--- src/rtl/sub_seq_ctrl.sv ---
// sub_seq_ctrl: computes a wide A - B by reusing one ancho-bit slice subtractor,
// one slice per clock, with the inter-slice carry held in a register.
//
// Ports:
//   clk, rst_n           clock (rising edge), async active-low reset
//   in_valid / in_ready  operand handshake; in_ready is high only in IDLE
//   op_a, op_b           W-bit minuend / subtrahend, latched on accept
//   out_valid/out_ready  result handshake; result and flags held in DONE
//   result               (op_a - op_b) mod 2^W
//   borrow               op_a < op_b (unsigned)
//   zero                 result == 0
//   busy                 high while slices are being processed
//   ovf                  signed overflow; present only with SUB_SEQ_OVF_EN
//
// Build option: define SUB_SEQ_OVF_EN to add the ovf output.

module sub_seq_ctrl #(
    parameter int ancho   = 4,
    parameter int NSLICES = 4,
    localparam int W      = ancho * NSLICES,
    localparam int IW     = (NSLICES > 1) ? $clog2(NSLICES) : 1
) (
    input  logic         clk,
    input  logic         rst_n,
    input  logic         in_valid,
    output logic         in_ready,
    input  logic [W-1:0] op_a,
    input  logic [W-1:0] op_b,
    output logic         out_valid,
    input  logic         out_ready,
    output logic [W-1:0] result,
    output logic         borrow,
    output logic         zero,
`ifdef SUB_SEQ_OVF_EN
    output logic         ovf,
`endif
    output logic         busy
);

    typedef enum logic [1:0] {
        IDLE = 2'd0,
        RUN  = 2'd1,
        DONE = 2'd2
    } state_e;

    state_e        state_q;
    logic [W-1:0]  a_q;
    logic [W-1:0]  b_q;
    logic [IW-1:0] idx_q;
    logic          carry_q;

    logic [ancho-1:0] a_sl;
    logic [ancho-1:0] b_sl;
    logic [ancho:0]   sum;
    logic [W-1:0]     res_d;
    logic             last_d;
    logic             zero_d;
    logic             borrow_d;
`ifdef SUB_SEQ_OVF_EN
    logic             ovf_d;
`endif

    // Shared slice subtractor: a + ~b + carry at ancho+1 bits.
    // res_d is the full result with the current slice merged in, so the
    // zero flag can be taken over the whole word on the final slice.
    always_comb begin
        a_sl     = a_q[int'(idx_q) * ancho +: ancho];
        b_sl     = b_q[int'(idx_q) * ancho +: ancho];
        sum      = {1'b0, a_sl} + {1'b0, ~b_sl}
                 + {{ancho{1'b0}}, carry_q};
        res_d    = result;
        res_d[int'(idx_q) * ancho +: ancho] = sum[ancho-1:0];
        last_d   = (idx_q == IW'(NSLICES - 1));
        zero_d   = ~|res_d;
        borrow_d = ~sum[ancho];
`ifdef SUB_SEQ_OVF_EN
        // On the last slice, the slice MSBs are the word sign bits.
        ovf_d    = (a_sl[ancho-1] != b_sl[ancho-1])
                && (sum[ancho-1] != a_sl[ancho-1]);
`endif
    end

    always_ff @(posedge clk or negedge rst_n) begin
        if (!rst_n) begin
            state_q   <= IDLE;
            a_q       <= '0;
            b_q       <= '0;
            idx_q     <= '0;
            carry_q   <= 1'b1;
            in_ready  <= 1'b1;
            out_valid <= 1'b0;
            busy      <= 1'b0;
            result    <= '0;
            borrow    <= 1'b0;
            zero      <= 1'b0;
`ifdef SUB_SEQ_OVF_EN
            ovf       <= 1'b0;
`endif
        end else begin
            unique case (state_q)
                IDLE: begin
                    if (in_valid) begin
                        a_q      <= op_a;
                        b_q      <= op_b;
                        idx_q    <= '0;
                        carry_q  <= 1'b1;
                        in_ready <= 1'b0;
                        busy     <= 1'b1;
                        state_q  <= RUN;
                    end
                end
                RUN: begin
                    result  <= res_d;
                    carry_q <= sum[ancho];
                    if (last_d) begin
                        idx_q     <= '0;
                        borrow    <= borrow_d;
                        zero      <= zero_d;
`ifdef SUB_SEQ_OVF_EN
                        ovf       <= ovf_d;
`endif
                        busy      <= 1'b0;
                        out_valid <= 1'b1;
                        state_q   <= DONE;
                    end else begin
                        idx_q <= idx_q + IW'(1);
                    end
                end
                DONE: begin
                    if (out_ready) begin
                        out_valid <= 1'b0;
                        in_ready  <= 1'b1;
                        state_q   <= IDLE;
                    end
                end
                default: begin
                    out_valid <= 1'b0;
                    busy      <= 1'b0;
                    in_ready  <= 1'b1;
                    state_q   <= IDLE;
                end
            endcase
        end
    end

endmodule
--- config.mk ---
export PLATFORM = sky130hd
export DESIGN_NAME = sub_seq_ctrl
export DESIGN_NICKNAME = d
export VERILOG_FILES = /design/src/rtl/sub_seq_ctrl.sv
export SDC_FILE = /design/constraint.sdc
export NUM_CORES = 1
export LEC_CHECK = 0
export ABC_AREA = 0
export BUFFER_PORTS_ARGS = -buffer_cell sky130_fd_sc_hd__buf_2
export CORE_AREA = 4 4 77 79
export CTS_CLUSTER_SIZE = 16
export DETAILED_ROUTE_END_ITERATION = 16
export DIE_AREA = 0 0 81 83
export PLACE_DENSITY = 0.85
export SETUP_SLACK_MARGIN = 0.1
export SKIP_LAST_GASP = 1
export SYNTH_ARGS = -nofsm -noshare
export SYNTH_HDL_FRONTEND = slang
export SYNTH_SLANG_ARGS = --single-unit
--- constraint.sdc ---
create_clock -name clk -period 3.95 [get_ports clk]
set_clock_uncertainty 0.05 [all_clocks]
set_input_delay 0 -clock clk [delete_from_list [all_inputs] [get_ports clk]]
set_output_delay 0 -clock clk [all_outputs]
set_load 0.005 [all_outputs]
======== Word-level counts from Yosys, hierarchy flattened ========
Index checks and enable logic that the tools add are counted.
word-level totals
  word-level logic and storage cells ...... 59
  register bits ........................... 58
  bits of input ports ..................... 36
  output and inout bits ................... 21
operators by class
  bitwise gates (word level) .............. 5
  add/sub/neg operators ................... 4
  reduce and logical (&&, ||, !) cells .... 11
  equality and inequality tests ........... 6
  shifts and indexed selects .............. 4
  muxes and demuxes ....................... 18
operator list
  kind                                                                      number
  4-bit negator with 33-bit output                                          1
  4-bit by 33-bit variable shift with 16-bit output (first input constant)  1
  4-bit by 33-bit indexed part select with 16-bit output                    1
  16-bit by 5-bit indexed part select with 4-bit output                     2
  16-bit bitwise mux                                                        1
  16-bit OR reduction                                                       1
  3-bit AND reduction                                                       4
  2-bit two-way mux                                                         5
  1-bit case mux with 3 select lines                                        3
  1-bit two-way mux                                                         6
  2-bit inequality test (second input constant)                             3
  2-bit case mux with 3 select lines                                        1
  2-bit AND reduction                                                       3
  4-bit by 4-bit adder with 5-bit output                                    1
  5-bit by 1-bit adder with 5-bit output                                    1
  2-bit equality test (second input constant)                               2
  1-bit NOT                                                                 4
  4-bit NOT                                                                 1
  2-bit case mux with 2 select lines                                        1
  2-bit by 1-bit adder with 2-bit output (second input constant)            1
  2-bit by 1-bit equality test with 1-bit output (second input constant)    1
  2-bit zero test                                                           1
  1-bit case mux with 2 select lines                                        1
  2-bit nonzero test                                                        1
  1-bit zero test                                                           1

======== Longest topological paths before layout ========
  depth in word-level cells ............... 8
  depth in mapped cells ................... 10
  gate-level depth less buffers ........... 9

======== Worst setup path before layout ========
No wires, ideal clock.
  path type ............................... flip-flop to flip-flop
  from .................................... register idx_q[0]
  to ...................................... register zero
  setup slack ............................. 1.221 ns
  cell stages (with the launch flop) ...... 9
  setup time .............................. 0.087 ns
  data required time ...................... 3.813 ns
  arrival time ............................ 2.592 ns
  clock period less this slack ............ 2.729 ns
  cells stage by stage .................... dfrtp_1 -> buf_2 -> mux4_2 -> fa_1 -> inv_1 -> fa_1 -> nor3b_1 -> mux2i_1 -> a22oi_1
on the way
  word-level cells in the longest chain between the ends .. 8
  elaborated cells between the ends (all ways) .. 13
  classes of those cells .................. 3 x add/sub; 1 x eq/ne; 4 x shift; 1 x mux; 1 x bitwise; 3 x reduce/logical
ends and longest elaborated chain
  element                                                 RTL line  text
  start: declaration                                      49        logic [IW-1:0] idx_q;
  start signal: assignment                                126       idx_q <= idx_q + IW'(1);
  16-bit by 5-bit indexed part select with 4-bit output   68        b_sl = b_q[int'(idx_q) * ancho +: ancho];
  4-bit NOT                                               69        sum = {1'b0, a_sl} + {1'b0, ~b_sl}
  4-bit by 4-bit adder with 5-bit output                  69
  5-bit by 1-bit adder with 5-bit output                  70        + {{ancho{1'b0}}, carry_q};
  4-bit by 33-bit indexed part select with 16-bit output  72        res_d[int'(idx_q) * ancho +: ancho] = sum[ancho-1:0];
  16-bit bitwise mux                                      72
  16-bit OR reduction                                     74        zero_d = ~|res_d;
  1-bit zero test                                         74
  end signal: assignment                                  118       zero <= zero_d;
  end: declaration                                        33        output logic zero,
Several ways; a longest one is shown, not always the timed one.
A chain may end at the register's enable or synchronous reset.

======== Final worst setup path ========
Ends and elaborated chain as after synthesis.

==> run metrics <==
Post-Syn Area 2790 µm²; Avg WL per Cell about 15 µm; minimum clock period after layout 3.12 ns; Site Rows 27; Avg Cell Area, Syn between 10 and 15 µm²; Synth cell types 36; post-route ant nets 0; vias in the first global route a little over 2000; initial antenna violation count 0; LEAKAGE between 0.0015 and 0.002 µW; Critical path origin idx_q[0]; Max Root-Sink Buffers 2; max-cap violations 0; CP Class flop to flop; mux cell area share after synthesis about a fifth; CP required about 4.2 ns; # clock sinks 58; via count slightly above 2000; Final #Nets approximately 350; r2r startpoint idx_q[0]; final hold violations 0; compound-cell area share of the yosys netlist between 10% and 20%; CTS H-tree lvls 3; TNS Setup 0 ns; largest cells by area after synthesis dfrtp_1 50%, mux2_1 14%, mux4_2 6.5%; # fillers 392; f_max roughly 0.32 GHz; slowest stage delay, CP between 0.8 and 0.9 ns; area of the multi-input gates 1270 µm²; FF-to-FF setup slack 0.83 ns; worst path cell trace mux4_2 > fa_1 > inv_1 > fa_1 > nor3b_1 > mux2i_1 > a22oi_1; GPL Wtd Cong 0.815; CP delay by family, top adder cells; PD cells a little under 900 nW/µm²; Synth Area in Adders about 5.5%; DRC Markers 0; Detailed Route WL between 5000 and 6000 µm; core footprint 5340 µm²; Tcrit/Tclk final between 70% and 80%; Post-Synthesis Cells 209; Num CTS Buffers 9; R2R cell count 7; height of the chip 83 µm; Post-CTS Resized 0; Worst setup endpoint zero; Min Hold Slack 0.0294 ns; RSZ-0062 raised after global routing no; startpoint types flop; Buf/Inv on CP 1; critical path depth in cells 7; Seq/Total Area, Yosys a little over half; total I/O pin count 57; global-route wire length before repair ~10000 µm; Ys Warns 0; CTS tree done; main combinational cell family by area after synthesis multiplexers; most frequent cells in the layout 56 x dfrtp_1, 56 x buf_2, 34 x mux2_1, 34 x dlygate4sd3_1; Die W between 80 and 90 µm; Initial Utilization 52.3%; CTS Root Cell clkbuf_8; total global-route track usage 19.8%; setup repair bufs after CTS 0; port bufs 56; Slew HR a little under a third; VDD IR max about 0.47 mV; CP arrival 3.32 ns; Yosys top cell by area dfrtp_1; DPL Wire Length a little under 4000 µm; Worst-Skew Late Latency ~0.34 ns; Area Overhead vs Synth 32.7%; CP max FO 16; initial drt markers 128; status finished, final reports clean; die area 6720 µm²; Worst-path clk slew 0.07 ns; r2r endpoint zero; CP endpoint kind flop; Yosys top cell area share roughly half; Slew Viols, Final 0; largest net degree at the start of global routing 59; Yosys reg bits 58; cts hold-fix bufs 34; vias per inst 5.37; ANT cells 0; slowest CP cell dfrtp_1; simple-gate share of the synthesized area 7.71%; layout cell share with drive strength beyond 1 between 20% and 30%; Setup Viol. Count Final 0; Detailed Routing Iterations Pass 1 6; Worst-Margin Slew about 1.0 ns; Post-Synth XOR/XNOR Area less than 1%; worst hold path class input port to flop; Syn Nets between 200 and 300; crit-path most repeated cell fa_1; Sequential Area ~1500 µm²; GR Overflow Total 0
==> layout make-up <==
type                       instances  share of cell area (%)
timing repair buffer              91                    17.0
sequential                        58                    39.3
multi-input combinational        132                    34.2
clock inverter                     5                    2.10
inverter                          12                    1.22
tap                               72                    2.43
clock buffer                      11                    3.82
==> power breakdown <==
| part | total, µW | switching, µW | internal, µW |
|---|---|---|---|
| combinational | 1620 | 867 | 756 |
| sequential | 1080 | 209 | 870 |
| clock | 599 | 229 | 370 |
| total | 3300 | 1310 | 2000 |
==> cell usage after synthesis <==
cell type   n
fa_1        2
a222oi_1    1
o2111ai_1   1
o31ai_1     2
mux2i_1     1
o21bai_1    1
nor3b_1     2
buf_2       5
dfstp_2     2
o21ai_1     5
inv_1      12
nor4_1      1
ha_1        9
a32o_1      8
mux4_2      8
or3_1       4
dfrtp_1    56
a22o_1      8
a22oi_1     2
nor3_1      1
mux2_1     34
o22a_1      1
or4_1       1
nand2_1    12
nor2b_1     7
and2_1      2
clkbuf_1    2
nor2_1      6
a21oi_1     5
nand3b_1    1
and3_1      1
nand2b_1    1
and4bb_2    1
xor2_1      2
a21o_1      1
a2111oi_4   1
==> cell families after synthesis <==
group                      count (synthesis)
DFF                                       58
muxes                                     43
and+or+nand+nor                           40
AOI/OAI and AO/OA                         36
buffers and inverters                     19
adders and majority gates                 11
xor gates and xnor gates                   2
==> routing by layer <==
layer  GRT usage [%]  vias up  share of wire (%)
met4            6.76        0                1.4
met1            26.4     1006                 43
met2            30.2       65                 49
met3            6.51       10                6.3
li1                -      965                  -
met5               0        -                  0
==> metrics by stage <==
step / util [%] / setup WS [ns] / cells / area [µm²] / power (µW)
3_3_place_gp: 58.9 / 0.980 / 331 / 3140 / 2590
4_1_cts: 69.4 / 0.834 / 381 / 3700 / 3320
2_1_floorplan: - / 1.22 / 209 / 2790 / 2220
6_report: 69.4 / 0.830 / 381 / 3700 / 3300
5_1_grt: 69.4 / 0.602 / 381 / 3700 / 3570
3_5_place_dp: 58.9 / 0.862 / 331 / 3140 / 2680
==> flip-flops by register name, indices dropped and copies added, names as in the netlist <==
signal	count
a_q	16
b_q	16
borrow	1
busy	1
carry_q	1
idx_q	2
in_ready	1
out_valid	1
result	16
state_q	2
zero	1
==> tightest hold or removal path, delay by kind of cell <==
kind / cells / cell delay [ns]
simple gates: 2 / 0.23
compound gates: 1 / 0.06
buf+inv: 1 / 0.09
==> worst min-delay path by stage <==
| stage | depth (start not counted) | slack [ns] | to | start |
|---|---|---|---|---|
| after floorplan | 0 | -0.35 | a_q[0] | rst_n |
| after detailed placement | 2 | 0.13 | result[12] | rst_n |
| after global placement | 2 | 0.13 | result[12] | rst_n |
| final | 4 | 0.03 | busy | in_valid |
| after CTS | 4 | 0.01 | busy | in_valid |
| after global routing | 4 | 0.08 | busy | in_valid |
(Power assumes the default switching activity.)
